<file path="src/rtl/axi_ic_pkg.sv">
`default_nettype none
// +----------------------------------------------------------------------------+
// | Module      : axi_ic_pkg                                                     |
// | Description : Shared definitions for the AXI interconnect arbiters:          |
// |               RRESP encodings, arbiter state type and counter width.         |
// | Revision    : 1.0  initial release                                           |
// +----------------------------------------------------------------------------+
package axi_ic_pkg;

   localparam logic [1:0] RRESP_OKAY   = 2'b00;
   localparam logic [1:0] RRESP_EXOKAY = 2'b01;
   localparam logic [1:0] RRESP_SLVERR = 2'b10;
   localparam logic [1:0] RRESP_DECERR = 2'b11;

   typedef enum logic [0:0] {
      ARB_IDLE  = 1'b0,
      ARB_BURST = 1'b1
   } arb_state_e;

   // Width of the optional per-slave completed-burst counters.
   localparam int ARB_CNT_W = 16;

endpackage
`default_nettype wire

</file>
<file path="src/rtl/axi_rd_burst_arbiter_rr_pick.sv">
`default_nettype none
// +----------------------------------------------------------------------------+
// | Module      : rr_pick                                                        |
// | Description : Combinational round-robin picker. Returns the one-hot first    |
// |               asserted request at or after ptr_i, wrapping modulo N_REQ.     |
// |               Shared by the AW/AR/R/B arbiters.                              |
// | Ports       : req_i  [N_REQ]  request vector                                 |
// |               ptr_i  [PTR_W]  highest-priority index (must be < N_REQ)       |
// |               gnt_o  [N_REQ]  one-hot winner, 0 when no request              |
// | Revision    : 1.0  initial release                                           |
// +----------------------------------------------------------------------------+
module rr_pick
   import axi_ic_pkg::*;
#(
   parameter int N_REQ = 3,
   parameter int PTR_W = $clog2(N_REQ)
) (
   input  logic [N_REQ-1:0] req_i,
   input  logic [PTR_W-1:0] ptr_i,
   output logic [N_REQ-1:0] gnt_o
);

   logic found;

   // Two passes: first the requesters at or above the pointer, then the
   // wrapped-around ones below it. The first hit wins.
   always_comb begin
      gnt_o = '0;
      found = 1'b0;
      for (int i = 0; i < N_REQ; i++) begin
         if (!found && req_i[i] && (PTR_W'(i) >= ptr_i)) begin
            gnt_o[i] = 1'b1;
            found    = 1'b1;
         end
      end
      for (int i = 0; i < N_REQ; i++) begin
         if (!found && req_i[i]) begin
            gnt_o[i] = 1'b1;
            found    = 1'b1;
         end
      end
   end

endmodule
`default_nettype wire

</file>
<file path="src/rtl/axi_rd_burst_arbiter.sv">
`default_nettype none
// +----------------------------------------------------------------------------+
// | Module      : axi_rd_burst_arbiter                                           |
// | Description : Burst-aware AXI R-channel arbiter/mux. Shares one master R     |
// |               channel between N_SLV slave R channels, round-robin, holding   |
// |               the grant until the RLAST beat handshakes.                     |
// | Ports       : sys_clk/sys_rstn    clock, async active-low reset             |
// |               s_r*                slave-side R channels (slave k at slice k) |
// |               m_r*                master-side R channel                      |
// |               rgrant              one-hot current grant (0 when idle)        |
// |               busy                high while a burst is owned                |
// |               burst_cnt           per-slave 16-bit completed-burst counters  |
// |                                   (only with AXI_RD_ARB_CNT_EN defined)      |
// | Config      : AXI_RD_ARB_CNT_EN  enables burst_cnt port and counters         |
// | Revision    : 1.0  initial release                                           |
// +----------------------------------------------------------------------------+
module axi_rd_burst_arbiter
   import axi_ic_pkg::*;
#(
   parameter int N_SLV  = 3,
   parameter int DATA_W = 32,
   parameter int ID_W   = 4
) (
   input  logic                    sys_clk,
   input  logic                    sys_rstn,
   input  logic [N_SLV-1:0]        s_rvalid,
   input  logic [N_SLV*DATA_W-1:0] s_rdata,
   input  logic [N_SLV*2-1:0]      s_rresp,
   input  logic [N_SLV-1:0]        s_rlast,
   input  logic [N_SLV*ID_W-1:0]   s_rid,
   output logic [N_SLV-1:0]        s_rready,
   output logic                    m_rvalid,
   output logic [DATA_W-1:0]       m_rdata,
   output logic [1:0]              m_rresp,
   output logic                    m_rlast,
   output logic [ID_W-1:0]         m_rid,
   input  logic                    m_rready,
   output logic [N_SLV-1:0]        rgrant,
   output logic                    busy
`ifdef AXI_RD_ARB_CNT_EN
   ,
   output logic [N_SLV*ARB_CNT_W-1:0] burst_cnt
`endif
);

   localparam int PTR_W = $clog2(N_SLV);

   arb_state_e         state_q, state_d;
   logic [N_SLV-1:0]   grant_q, grant_d;
   logic [PTR_W-1:0]   ptr_q,   ptr_d;
   logic [N_SLV-1:0]   pick_gnt;
   logic [PTR_W-1:0]   pick_idx;
   logic               rlast_hs;

   rr_pick #(
      .N_REQ (N_SLV),
      .PTR_W (PTR_W)
   ) u_rr_pick (
      .req_i (s_rvalid),
      .ptr_i (ptr_q),
      .gnt_o (pick_gnt)
   );

   // Binary index of the picked slave, used to advance the pointer.
   always_comb begin
      pick_idx = '0;
      for (int k = 0; k < N_SLV; k++) begin
         if (pick_gnt[k]) begin
            pick_idx = PTR_W'(k);
         end
      end
   end

   // State register
   always_ff @(posedge sys_clk or negedge sys_rstn) begin
      if (!sys_rstn) begin
         state_q <= ARB_IDLE;
         grant_q <= '0;
         ptr_q   <= '0;
      end else begin
         state_q <= state_d;
         grant_q <= grant_d;
         ptr_q   <= ptr_d;
      end
   end

   // Next-state logic
   always_comb begin
      state_d = state_q;
      grant_d = grant_q;
      ptr_d   = ptr_q;
      case (state_q)
         ARB_IDLE: begin
            if (|s_rvalid) begin
               grant_d = pick_gnt;
               ptr_d   = (pick_idx == PTR_W'(N_SLV - 1)) ? '0 : (pick_idx + PTR_W'(1));
               state_d = ARB_BURST;
            end
         end
         ARB_BURST: begin
            if (rlast_hs) begin
               grant_d = '0;
               state_d = ARB_IDLE;
            end
         end
         default: begin
            grant_d = '0;
            state_d = ARB_IDLE;
         end
      endcase
   end

   // Output logic: zero-latency mux from the granted slave. grant_q is zero
   // in IDLE and during reset, so every output falls back to 0 there.
   always_comb begin
      m_rvalid = 1'b0;
      m_rdata  = '0;
      m_rresp  = '0;
      m_rlast  = 1'b0;
      m_rid    = '0;
      s_rready = '0;
      for (int k = 0; k < N_SLV; k++) begin
         if (grant_q[k]) begin
            m_rvalid    = s_rvalid[k];
            m_rdata     = s_rdata[k*DATA_W +: DATA_W];
            m_rresp     = s_rresp[k*2 +: 2];
            m_rlast     = s_rlast[k];
            m_rid       = s_rid[k*ID_W +: ID_W];
            s_rready[k] = m_rready;
         end
      end
   end

   assign rlast_hs = m_rvalid & m_rready & m_rlast;
   assign rgrant   = grant_q;
   assign busy     = (state_q == ARB_BURST);

`ifdef AXI_RD_ARB_CNT_EN
   for (genvar k = 0; k < N_SLV; k++) begin : g_cnt
      logic [ARB_CNT_W-1:0] cnt_q;

      // Free-running wrap at 0xFFFF -> 0 is intentional.
      always_ff @(posedge sys_clk or negedge sys_rstn) begin
         if (!sys_rstn) begin
            cnt_q <= '0;
         end else if (grant_q[k] && rlast_hs) begin
            cnt_q <= cnt_q + ARB_CNT_W'(1);
         end
      end

      assign burst_cnt[k*ARB_CNT_W +: ARB_CNT_W] = cnt_q;
   end
`endif

endmodule
`default_nettype wire

</file>
<file path="config.mk">
export PLATFORM = sky130hd
export DESIGN_NAME = axi_rd_burst_arbiter
export DESIGN_NICKNAME = d
export VERILOG_FILES = /design/src/rtl/axi_ic_pkg.sv /design/src/rtl/axi_rd_burst_arbiter_rr_pick.sv /design/src/rtl/axi_rd_burst_arbiter.sv
export SDC_FILE = /design/constraint.sdc
export NUM_CORES = 1
export LEC_CHECK = 0
export BUFFER_PORTS_ARGS = -buffer_cell sky130_fd_sc_hd__buf_4
export CORE_UTILIZATION = 25
export CTS_CLUSTER_SIZE = 14
export DETAILED_ROUTE_END_ITERATION = 8
export PLACE_DENSITY_LB_ADDON = 0.2
export SLEW_MARGIN = 10
export SYNTH_ARGS = -nofsm -noshare
export SYNTH_HDL_FRONTEND = slang
export SYNTH_SLANG_ARGS = --single-unit
</file>
<file path="constraint.sdc">
create_clock -name sys_clk -period 1.2 [get_ports sys_clk]
set_clock_uncertainty 0.15 [all_clocks]
set_input_delay 0.18 -clock sys_clk [delete_from_list [all_inputs] [get_ports sys_clk]]
set_output_delay 0.18 -clock sys_clk [all_outputs]
set_load 0.02 [all_outputs]
</file>
Word-level counts from Yosys, hierarchy flattened
Cells that the tools add are included.

Bits in registers: 6. Latch bits: 0. RAM bits: 0. ROM bits: 0. Bits of input ports: 123. Memories kept: 0.

$add $sub $neg: 1. $mul: 0. Divide/modulo/power cells: 0. $lt $le $gt $ge: 3. Eq/ne operators: 3. Shift-type cells: 0. Muxes and demuxes: 37. Bitwise operators: 3. Reductions and logical operators: 16.

Operators with widths (count): 32-bit two-way mux (3); 1-bit two-way mux (22); 4-bit two-way mux (3); 2-bit two-way mux (5); 1-bit logical AND (8); 3-bit two-way mux (2); 3-bit case mux with 2 select lines (1); 1-bit zero test (5); 1-bit by 2-bit >= comparator with 1-bit output (first input constant) (2); 2-bit AND reduction (2); 3-bit OR reduction (1); 2-bit by 1-bit adder with 2-bit output (second input constant) (1); 1-bit bitwise AND (2); 2-bit == test (second input constant) (1); 2-bit >= comparator (first input constant) (1); 2-bit by 1-bit != test with 1-bit output (second input constant) (1); 2-bit != test (second input constant) (1); 1-bit case mux with 2 select lines (1); 1-bit NOT (1).

Logic depth before layout (Yosys ltp)
Depth in word-level cells: 23. Mapped depth: 6. Depth with buffers taken out: 4.

Modules after synthesis
Synthesis repeated with hierarchy kept, for this count alone.

Cells, all modules: 184. Area, all modules: 1152.4 um^2.

By module, submodules not included: axi_rd_burst_arbiter (instances 1, cells each 173, area an instance 1082.3 um^2, sequential area each 150.1 um^2); rr_pick (instances 1, cells each 11, area an instance 70.1 um^2, sequential area each 0.0 um^2).

Worst setup path before layout
No wires, ideal clock.

Path kind: register to output. Start: reg grant_q[1], in the netlist rgrant[1]. End: out m_rdata[10]. Data arrival time: 1.411 ns. Required time: 0.870 ns. Setup slack: -0.541 ns. Stages on the path, launching flop included: 7. Buffers on the path: 3. Cells stage by stage: dfrtp_1 buf_6 nor2b_1 buf_4 buf_4 a22oi_1 o21ai_1.

Longest elaborated chain between the ends: 2.

RTL lines: start: declaration (RTL line axi_rd_burst_arbiter.sv:49) `logic [N_SLV-1:0] grant_q, grant_d;`; start signal: assignment (RTL line axi_rd_burst_arbiter.sv:82) `grant_q <= grant_d;`; 32-bit two-way mux (2 in a row) (RTL line axi_rd_burst_arbiter.sv:123) `if (grant_q[k]) begin`; end: declaration (RTL line axi_rd_burst_arbiter.sv:33) `output logic [DATA_W-1:0] m_rdata,`.

No other way between the ends.

Worst setup path after layout
Start: reg grant_q[1], in the netlist rgrant[1]. End: out m_rdata[16].

Same word-level chain as after synthesis.

==> impl_metrics.tcl <==
set metrics [dict create \
    critPathCapture "m_rdata[16]" \
    firstDrtPassIters 4 \
    ff2ff_setup_slack_ps -460 \
    run_status "complete, but fails checks" \
    grt_pass1_vias 1783 \
    cp_max_fo 9 \
    numClockSinks 6 \
    finalMaxSlewViolations 0 \
    drt-initial-drc-count 92 \
    setup_violations 50 \
    reg2reg_to "rgrant[1]" \
    yosysWarnings 0 \
    r2r_start "rgrant[1]" \
    ys_ff_latch 6 \
    hold_viol 0 \
    vias 2066 \
    leakage_uw 0.00143 \
    worstRegToRegCells 6 \
    hold_class "in -> reg" \
    start_util_pct 26.7 \
    fin_ws_ps -593 \
    slew_headroom_pct 82.4 \
    final_util_pct 74.5 \
    path_clk_slew_ps 40 \
    fmax_mhz 558 \
    period_minus_slack_ps 1790 \
    crit_path_cell_trace "nor2b_4, buf_12, clkbuf_16, a22oi_1, o21ai_2, buf_6" \
    rows 23 \
    drc 0 \
    grt_max_degree 41 \
    clock_path_buffers 2 \
    fin_tns_setup_ps -25280 \
    crit_family "flip-flops" \
    io_pins 170 \
    die_h_um 68.0 \
    fillers 330 \
    cts_root_buffer "clkbuf_8" \
    violations "negative setup slack" \
    portBuffers 169 \
    clkLatencyLatePin_ps 230 \
    ant_nets 0 \
    overflow 0 \
    crit_type "reg -> out" \
    endpoint_kind "primary output" \
    grt_use_total_pct 24.1 \
    power.density_mw_per_mm2 2100 \
    required_ps 870 \
    die_w_um 68.0 \
    diodes 0 \
    drv_cap 0 \
    crit_cells 6 \
    cp.buffers_inverters 3 \
    ys_seq_area_share_pct 13.8 \
    setup.worst_path.start "rgrant[1]" \
    avgSynthCellArea_um2 6.16 \
    gp_congestion 0.766 \
    worst_setup_path_start_kind "flip-flop" \
    core_area_mm2 0.00409 \
    routedWlPerCell_um 15.9 \
    rsz0062_at_grt "true" \
    htree_levels 1 \
    finalCritPeriodShare_pct 149 \
    postSynthCellCount 177 \
    antenna_found_initial 0 \
    synth_area_mm2 0.00109 \
    layout.nets 477 \
    cts_tree "done" \
    arrival_ps 1460 \
    drive_gt1_share_pct 73.1 \
    cp_slowest_cell "dfrtp_2" \
    vias_per_cell 5.13 \
    tightest_slew_ps 264 \
    grt_pass1_wl_mm 8.54 \
    slowest_delay_ps 440 \
    ir_drop_uv 1620 \
    syn-num-nets 300 \
    dp_hpwl_mm 4.60 \
    dieArea_mm2 0.00463 \
    numCtsBuffers 3 \
    routed_wl_mm 6.40 \
    areaGrowthSynthToFinish_pct 179 \
    p_total_uw 6380 \
    synth_cell_types 22 \
]
## through the flow
stage               instance area [µm²]  instances  hold slack [ps]  setup WS, ps
finish                             3050        403              126          -593
global route                       3050        403              144          -637
CTS                                2850        400              124          -576
detailed placement                 2610        390             -157          -366
global placement                   2610        390             -157          -367
floorplan                          1280        177             -266          -446
## cell usage after synthesis, drive strengths merged
master   number  area (µm²)
o2111ai       2        17.5
a31oi         1        6.26
and4          1        11.3
dfrtp         6         150
buf          10        71.3
a21oi         6        33.8
clkbuf        8        30.0
a22oi        38         290
nor2b         3        18.8
nor2          2        7.51
o21ai        41         205
nand2        47         176
inv           4        15.0
nand2b        1        6.26
o32ai         1        8.76
and2          3        18.8
nand3b        2        15.0
a21o          1        7.51
## registers in the layout, summed over array words and instances, names as in the netlist
register and cells:
rgrant 3, ptr_q 2, busy 1
## routing by layer
layer	GRT usage [%]	wire length, µm	vias up
met2	43.8	3440	79
met4	6.51	95	0
met5	0	0	-
met1	28.6	2390	951
li1	-	-	1023
met3	4.50	472	13
## worst reg2reg max path: stages (launching register included)
cell and delay (ps):
dfrtp_2 440, buf_4 160, nand3b_1 190, a21oi_4 150, buf_4 120, and4_4 230, o21ai_1 80
## kinds of logic after synthesis
family / count (synthesis) / share of synthesized area (%)
buf+inv: 22 / 10.7
simple gates: 59 / 23.3
compound gates: 90 / 52.2
flops: 6 / 13.8
## worst min-delay path by stage
stage	depth (start not counted)	endpoint	slack (ps)	start
global route	3	rgrant[2]	140	s_rvalid[2]
floorplan	0	busy	-270	sys_rstn
finish	3	rgrant[2]	130	s_rvalid[2]
CTS	3	rgrant[2]	120	s_rvalid[2]
global placement	1	busy	-160	sys_rstn
detailed placement	1	busy	-160	sys_rstn
## cell usage in the layout, fill, tap and decap left out, types with 2 or more instances in the layout
cell	n
o21ai_1	3
a21oi_1	5
buf_4	141
a22oi_1	22
clkbuf_8	3
dfrtp_2	2
nand2_1	47
buf_12	5
o21ai_2	38
inv_1	4
nand3b_1	2
a22oi_2	16
buf_6	40
dfrtp_1	3
and2_4	3
## power by group
group | leakage [µW] | total [µW] | switching (µW) | internal (µW)
registers | 0.0000705 | 392 | 106 | 286
logic | 0.00133 | 5650 | 2820 | 2840
clock network | 0.0000228 | 336 | 106 | 230
total | 0.00143 | 6380 | 3030 | 3350
## final cells by class
| type | count | area (µm²) | area share (%) |
|---|---|---|---|
| multi-input cells | 149 | 1080 | 35.5 |
| clock buffers | 4 | 45.0 | 1.48 |
| well taps | 50 | 62.6 | 2.05 |
| flip-flops and latches | 6 | 156 | 5.14 |
| repair buffers | 190 | 1690 | 55.4 |
| inverters | 4 | 15.0 | 0.493 |
## timing repair
item | in CTS | in global routing
hold buffers | 1 | 0
buffers inserted | 3 | 3
setup endpoints to repair | 50 | 52
pin swaps | 3 | 6
resized for setup | 27 | 43
hold endpoints to repair | 6 | 0
gates cloned | 2 | 1
Power figures use the tool's default switching activity.
